### config.mk
export PLATFORM = sky130hd
export DESIGN_NAME = memu_split_txn
export DESIGN_NICKNAME = d
export VERILOG_FILES = /design/src/rtl/memu_split_txn.sv
export SDC_FILE = /design/constraint.sdc
export NUM_CORES = 1
export LEC_CHECK = 0
export CAP_MARGIN = 15
export CORE_UTILIZATION = 45
export DETAILED_ROUTE_END_ITERATION = 8
export PLACE_DENSITY = 0.81
export SYNTH_ARGS = -nofsm -noshare
export SYNTH_HDL_FRONTEND = slang
export SYNTH_SLANG_ARGS = --single-unit
### constraint.sdc
create_clock -name clk -period 5.01 [get_ports clk]
set_input_delay 1.2525 -clock clk [delete_from_list [all_inputs] [get_ports clk]]
set_output_delay 1.2525 -clock clk [all_outputs]
set_load 0.05 [all_outputs]
### src/rtl/memu_split_txn.sv
// ---------------------------------------------------------------------------
// memu_split_txn -- MEM pipeline stage for a split-transaction data SRAM.
//
// Memory instructions whose request was accepted in EXE (req_sent) wait in
// MEM until the matching in-order response (data_ok) arrives. A response can
// be consumed in the very cycle it arrives, or parked in a one-entry buffer
// when WB is back-pressuring. The stage counts accepted-but-unanswered
// requests and, on a WB flush, turns every one still owed into a "cancel"
// credit so late responses to killed instructions are silently dropped.
//
// Ports
//   clk, resetn            clock / asynchronous active-low reset
//   flush                  WB exception/ertn flush (kills MEM and EXE)
//   exe_to_mem_valid/zip   incoming instruction (93-bit bundle)
//   mem_allowin            MEM can take a new instruction this cycle
//   data_sram_req/addr_ok  observed request strobe and its acceptance
//   data_sram_data_ok      one in-order response this cycle
//   data_sram_rdata        response data
//   mem_outstanding_full   outstanding count reached MAX_OUTSTANDING
//   wb_allowin             WB can accept
//   mem_to_wb_valid/zip    instruction toward WB (87-bit bundle)
//   mem_rf_zip             {fwd_stall, fwd_we, rf_waddr, rf_wdata} to ID
// ---------------------------------------------------------------------------
module memu_split_txn #(
    parameter int MAX_OUTSTANDING = 2,
    parameter int CNT_W           = 3
) (
    input  logic        clk,
    input  logic        resetn,
    input  logic        flush,

    input  logic        exe_to_mem_valid,
    input  logic [92:0] exe_to_mem_zip,
    output logic        mem_allowin,

    input  logic        data_sram_req,
    input  logic        data_sram_addr_ok,
    input  logic        data_sram_data_ok,
    input  logic [31:0] data_sram_rdata,
    output logic        mem_outstanding_full,

    input  logic        wb_allowin,
    output logic        mem_to_wb_valid,
    output logic [86:0] mem_to_wb_zip,
    output logic [38:0] mem_rf_zip
);

    // Incoming bundle, MSB first.
    typedef struct packed {
        logic        res_from_mem;
        logic        rf_we;
        logic [4:0]  rf_waddr;
        logic [31:0] alu_result;
        logic [3:0]  mem_op;
        logic [31:0] pc;
        logic        ex_valid;
        logic [5:0]  ecode;
        logic [8:0]  esubcode;
        logic        is_ertn;
        logic        req_sent;
    } exe_pkt_t;

    localparam logic [CNT_W-1:0] MAX_CNT = CNT_W'(MAX_OUTSTANDING);
    localparam logic [CNT_W-1:0] ONE     = CNT_W'(1);

    localparam logic [3:0] OP_LD_B  = 4'd0;
    localparam logic [3:0] OP_LD_H  = 4'd1;
    localparam logic [3:0] OP_LD_W  = 4'd2;
    localparam logic [3:0] OP_LD_BU = 4'd8;
    localparam logic [3:0] OP_LD_HU = 4'd9;

    exe_pkt_t         exe_pkt;
    exe_pkt_t         mem_r;
    logic             mem_valid;

    logic             buf_valid;
    logic [31:0]      buf_data;

    logic [CNT_W-1:0] out_cnt;
    logic [CNT_W-1:0] out_cnt_nxt;
    logic [CNT_W-1:0] cancel_cnt;

    logic             accept;
    logic             wait_resp;
    logic             resp_here;
    logic             mem_ready_go;
    logic             mem_leave;

    logic [31:0]      src;
    logic [1:0]       offset;
    logic [7:0]       ld_byte;
    logic [15:0]      ld_half;
    logic [31:0]      load_data;
    logic [31:0]      rf_wdata;
    logic             fwd_we;
    logic             fwd_stall;

    assign exe_pkt = exe_to_mem_zip;

    // ------------------------------------------------------------------
    // Handshake
    // ------------------------------------------------------------------
    assign accept       = data_sram_req & data_sram_addr_ok;
    // Excepting instructions never wait; their response is reclaimed by
    // the flush they raise once they reach WB.
    assign wait_resp    = mem_valid & mem_r.req_sent & ~mem_r.ex_valid;
    // Responses are in order, so while cancel credits remain the response
    // belongs to a killed instruction.
    assign resp_here    = data_sram_data_ok & (cancel_cnt == '0);
    assign mem_ready_go = ~wait_resp | buf_valid | resp_here;
    assign mem_allowin  = ~mem_valid | (mem_ready_go & wb_allowin);
    assign mem_leave    = mem_valid & mem_ready_go & wb_allowin;

    assign mem_to_wb_valid      = mem_valid & mem_ready_go & ~flush;
    assign mem_outstanding_full = (out_cnt == MAX_CNT);

    // ------------------------------------------------------------------
    // Stage valid and payload
    // ------------------------------------------------------------------
    always_ff @(posedge clk or negedge resetn) begin
        if (!resetn) begin
            mem_valid <= 1'b0;
        end else if (flush) begin
            mem_valid <= 1'b0;
        end else if (mem_allowin) begin
            mem_valid <= exe_to_mem_valid;
        end
    end

    // Payload is qualified by mem_valid, so it carries no reset.
    always_ff @(posedge clk) begin
        if (exe_to_mem_valid && mem_allowin) begin
            mem_r <= exe_pkt;
        end
    end

    // ------------------------------------------------------------------
    // One-entry response buffer: holds a response that arrived while the
    // waiting instruction could not leave (WB back-pressure), so the bus
    // data may change underneath it.
    // ------------------------------------------------------------------
    always_ff @(posedge clk or negedge resetn) begin
        if (!resetn) begin
            buf_valid <= 1'b0;
        end else if (flush || mem_leave) begin
            buf_valid <= 1'b0;
        end else if (resp_here && wait_resp && !buf_valid) begin
            buf_valid <= 1'b1;
        end
    end

    always_ff @(posedge clk) begin
        if (resp_here && wait_resp && !buf_valid && !mem_leave) begin
            buf_data <= data_sram_rdata;
        end
    end

    // ------------------------------------------------------------------
    // Outstanding / cancel accounting
    // ------------------------------------------------------------------
    // Accept and data_ok together cancel out. An accept while full is a
    // protocol violation; the count saturates instead of wrapping.
    always_comb begin
        out_cnt_nxt = out_cnt;
        if (accept && !data_sram_data_ok) begin
            if (out_cnt != MAX_CNT) begin
                out_cnt_nxt = out_cnt + ONE;
            end
        end else if (data_sram_data_ok && !accept) begin
            if (out_cnt != '0) begin
                out_cnt_nxt = out_cnt - ONE;
            end
        end
    end

    always_ff @(posedge clk or negedge resetn) begin
        if (!resetn) begin
            out_cnt <= '0;
        end else begin
            out_cnt <= out_cnt_nxt;
        end
    end

    // On flush every response still owed after this cycle belongs to a
    // killed instruction: the MEM one, the EXE one (including a request
    // accepted in the flush cycle itself), and any older cancelled ones.
    // A data_ok in the flush cycle is already removed by out_cnt_nxt, so it
    // is never counted twice.
    always_ff @(posedge clk or negedge resetn) begin
        if (!resetn) begin
            cancel_cnt <= '0;
        end else if (flush) begin
            cancel_cnt <= out_cnt_nxt;
        end else if (data_sram_data_ok && cancel_cnt != '0) begin
            cancel_cnt <= cancel_cnt - ONE;
        end
    end

    // ------------------------------------------------------------------
    // Load data extraction
    // ------------------------------------------------------------------
    assign src     = buf_valid ? buf_data : data_sram_rdata;
    assign offset  = mem_r.alu_result[1:0];
    assign ld_byte = src[{offset, 3'b000} +: 8];
    assign ld_half = offset[1] ? src[31:16] : src[15:0];

    always_comb begin
        load_data = 32'h0;
        case (mem_r.mem_op)
            OP_LD_B:  load_data = {{24{ld_byte[7]}}, ld_byte};
            OP_LD_H:  load_data = {{16{ld_half[15]}}, ld_half};
            OP_LD_W:  load_data = src;
            OP_LD_BU: load_data = {24'h0, ld_byte};
            OP_LD_HU: load_data = {16'h0, ld_half};
            default:  load_data = 32'h0;
        endcase
    end

    assign rf_wdata = mem_r.res_from_mem ? load_data : mem_r.alu_result;

    // ------------------------------------------------------------------
    // Forwarding to ID
    // ------------------------------------------------------------------
    assign fwd_we    = mem_valid & mem_r.rf_we & ~mem_r.ex_valid & ~mem_r.is_ertn;
    // A load still waiting cannot forward yet; ID must stall on it.
    assign fwd_stall = fwd_we & mem_r.res_from_mem & ~mem_ready_go;

    assign mem_rf_zip = {fwd_stall, fwd_we, mem_r.rf_waddr, rf_wdata};

    assign mem_to_wb_zip = {mem_r.rf_we, mem_r.rf_waddr, rf_wdata, mem_r.pc,
                            mem_r.ex_valid, mem_r.ecode, mem_r.esubcode,
                            mem_r.is_ertn};

endmodule

==> results.sh <==
export IMPL_clock_sinks=133
export IMPL_via_count=4883
export IMPL_placed_cell_area_sq_um=9552
export IMPL_switching_share=0.3021
export IMPL_vdd_drop_max_uv=255.8
export IMPL_ys_ff_latch=133
export IMPL_path_clk_slew_ns=0.06
export IMPL_tightest_slew_ns=0.8952
export IMPL_antenna_left=0
export IMPL_clkPwrFrac=0.350
export IMPL_diodes=0
export IMPL_syn_to_final_growth_pct=44.94
export IMPL_power_density_nw_per_um2=343.6
export IMPL_postSynth_asyncResetShare=0.06015
export IMPL_period_share=0.9440
export IMPL_gr_total_overflow=0
export IMPL_synth_area_leaders="edfxtp_1, buf_4, mux2i_1, dfrtp_1, mux4_2"
export IMPL_vias_per_cell=5.468
export IMPL_die_h_um=126.6
export IMPL_grt_use_total=0.2392
export IMPL_antenna_found_initial=0
export IMPL_timing_slew_headroom=0.4032
export IMPL_ys_warn_count=0
export IMPL_fp_dieArea_sq_um=16040
export IMPL_clockBufferDepth=2
export IMPL_crit_type="input port to output port"
export IMPL_wl_per_cell_um=20.96
export IMPL_die_w_um=126.6
export IMPL_io_buffers=261
export IMPL_power_frac_seq=0.389
export IMPL_worstSkewPairLatency_ns=0.41
export IMPL_crit_slowest_cell="clkdlybuf4s50_1"
export IMPL_crit_path_max_incr_delay_ns=0.69
export IMPL_power_internal_mw=2.430
export IMPL_cp_cell_sequence="clkdlybuf4s50_1 -> mux4_2 -> a32oi_1 -> o311ai_1 -> o21a_1 -> clkdlybuf4s50_1"
export IMPL_grt_max_degree=53
export IMPL_syn_nets=662
export IMPL_finalInstanceArea_sq_um=10130
export IMPL_drive_gt1_frac=0.1887
export IMPL_htree_levels=4
export IMPL_leakage_nw=3.589
export IMPL_synth_seq_area_share=0.5655
export IMPL_totalWireLength_um=18720
export IMPL_gp_congestion=0.8575
export IMPL_start_kind="input port"
export IMPL_grt_pass1_wl_um=28350
export IMPL_fmax_ghz=0.2114
export IMPL_synth_edff_count=125
export IMPL_cpMostUsedCell="clkdlybuf4s50_1"
export IMPL_p_comb_frac=0.261
export IMPL_tns_ns=0
export IMPL_synth_avg_cell_area_sq_um=13.37
export IMPL_worstSetupEndpointType="output port"
export IMPL_switchingPower_mw=1.052
export IMPL_syn_inst=523
export IMPL_netlist_area_sq_um=6992
export IMPL_numCtsBuffers=17
export IMPL_synth_top_area_cell="edfxtp_1"
export IMPL_drc_errors=0
export IMPL_maxCapViolCount=0
export IMPL_setup_viol=0
export IMPL_coreArea_sq_um=15200
export IMPL_first_iter_violations=420
export IMPL_grt_pass1_vias=5038
export IMPL_critPathMaxFanout=4
export IMPL_run_status="finished clean"
export IMPL_hold_viol=0
export IMPL_post_cts_resized=0
export IMPL_yosysUniqueCellTypes=58
export IMPL_row_count=45
export IMPL_final_fill_count=1066
export IMPL_clockRootBuffer="clkbuf_16"
export IMPL_io_pins=262
export IMPL_min_path_type="register to register"
export IMPL_hold_buffers=0
export IMPL_critPathRequiredTime_ns=3.76
export IMPL_cts_tree="built"
export IMPL_maxSlewViolCount=0
export IMPL_fin_crit_ns=4.729
export IMPL_nets=831
export IMPL_synth_most_common_cell="edfxtp_1"
export IMPL_post_cts_buffers=0
export IMPL_synthTopCellsByCount="edfxtp_1, buf_4, mux2i_1"
export IMPL_dp_hpwl_um=13990
export IMPL_yosysTopAreaCellShare=0.5369
export IMPL_start_util=0.4599
export IMPL_crit_arrival_ns=3.48
export IMPL_skew_ns=0.005105
export IMPL_rsz0062_at_grt="no"
export IMPL_first_pass_iters=5
export IMPL_ys_flop_type="edfxtp_1"
[layer usage]
metal,global-route usage,part of all wire
met4,0.08505,0.016
met2,0.4192,0.52
met1,0.2822,0.37
met3,0.06495,0.087
met5,0,0
[cell families after synthesis]
family,after synthesis,synth area share
compound gates,93,0.1129
xor+xnor,2,0.002506
fa+ha+maj,6,0.01074
buf+inv,142,0.1348
flops,133,0.5655
mux,61,0.09932
simple gates,86,0.07427
[layout by cell type (no fill, tap or decap), types with 9 or more instances in the layout]
cell type        Yosys  routed
o211ai_2             9       9
o22ai_1              9       9
clkdlybuf4s50_1      0     211
buf_12               0      49
mux2i_1             48      48
buf_4              100      12
nor2b_1              9       9
nand3_1              9       9
nor2_1              25      25
a21oi_1             11      11
inv_1               20      20
clkbuf_16            0      17
edfxtp_1           125     125
nor3b_1             11      11
[metrics by stage]
| stage | util | hold WS, ns | setup slack [ns] | power (mW) | std cells |
|---|---|---|---|---|---|
| 2_1_floorplan | - | 0.4673 | 0.8114 | 1.943 | 523 |
| 3_3_place_gp | 0.6283 | 0.5039 | 0.3621 | 2.258 | 861 |
| 3_5_place_dp | 0.6283 | 0.5121 | 0.2986 | 2.284 | 861 |
| 4_1_cts | 0.6666 | 0.5221 | 0.3018 | 3.514 | 893 |
| 5_1_grt | 0.6666 | 0.5558 | 0.2207 | 3.609 | 893 |
| 6_report | 0.6666 | 0.5209 | 0.2807 | 3.482 | 893 |
[power groups by stage]
stage / registers [mW] / clock network [mW] / logic, mW
2_1_floorplan: 1.36 / 0 / 0.586
6_report: 1.36 / 1.22 / 0.907
4_1_cts: 1.36 / 1.25 / 0.912
3_5_place_dp: 1.38 / 0 / 0.907
5_1_grt: 1.36 / 1.29 / 0.954
3_3_place_gp: 1.37 / 0 / 0.885
[registers in the layout, summed over array words and instances (netlist names)]
| name | flops |
|---|---|
| mem_rf_zip | 5 |
| mem_r | 38 |
| mem_to_wb_zip | 50 |
| buf_data | 32 |
| cancel_cnt | 3 |
| buf_valid | 1 |
| out_cnt | 3 |
| mem_valid | 1 |
[final cells by class]
cell class / instances / area (sq um) / area share
Clock buffer: 17 / 425.4 / 0.04198
Multi-Input combinational cell: 248 / 2103 / 0.2076
Timing Repair Buffer: 272 / 3183 / 0.3141
Tap cell: 188 / 235.2 / 0.02321
Inverter: 20 / 75.07 / 0.007408
Sequential cell: 133 / 3955 / 0.3903
Clock inverter: 15 / 156.4 / 0.01543
[worst max-delay path, delay by kind of cell]
family	cells	cell delay, ns
compound gates	3	0.56
buf+inv	2	1.17
mux	1	0.49
[worst paths after layout]
path / start / endpoint / slack (ns) / cells past startpoint
setup / recovery: data_sram_rdata[26] / mem_rf_zip[2] / 0.28 / 6
hold / removal: mem_valid / buf_valid / 0.52 / 1
setup reg to reg: buf_valid / mem_to_wb_zip[44] / 2.10 / 5
hold reg to reg: mem_valid / buf_valid / 0.52 / 1
max in group asynchronous: resetn / buf_valid / 3.59 / 1
min in group asynchronous: resetn / cancel_cnt[2] / 1.12 / 1
Note: power is estimated with default switching activity, not from simulation.
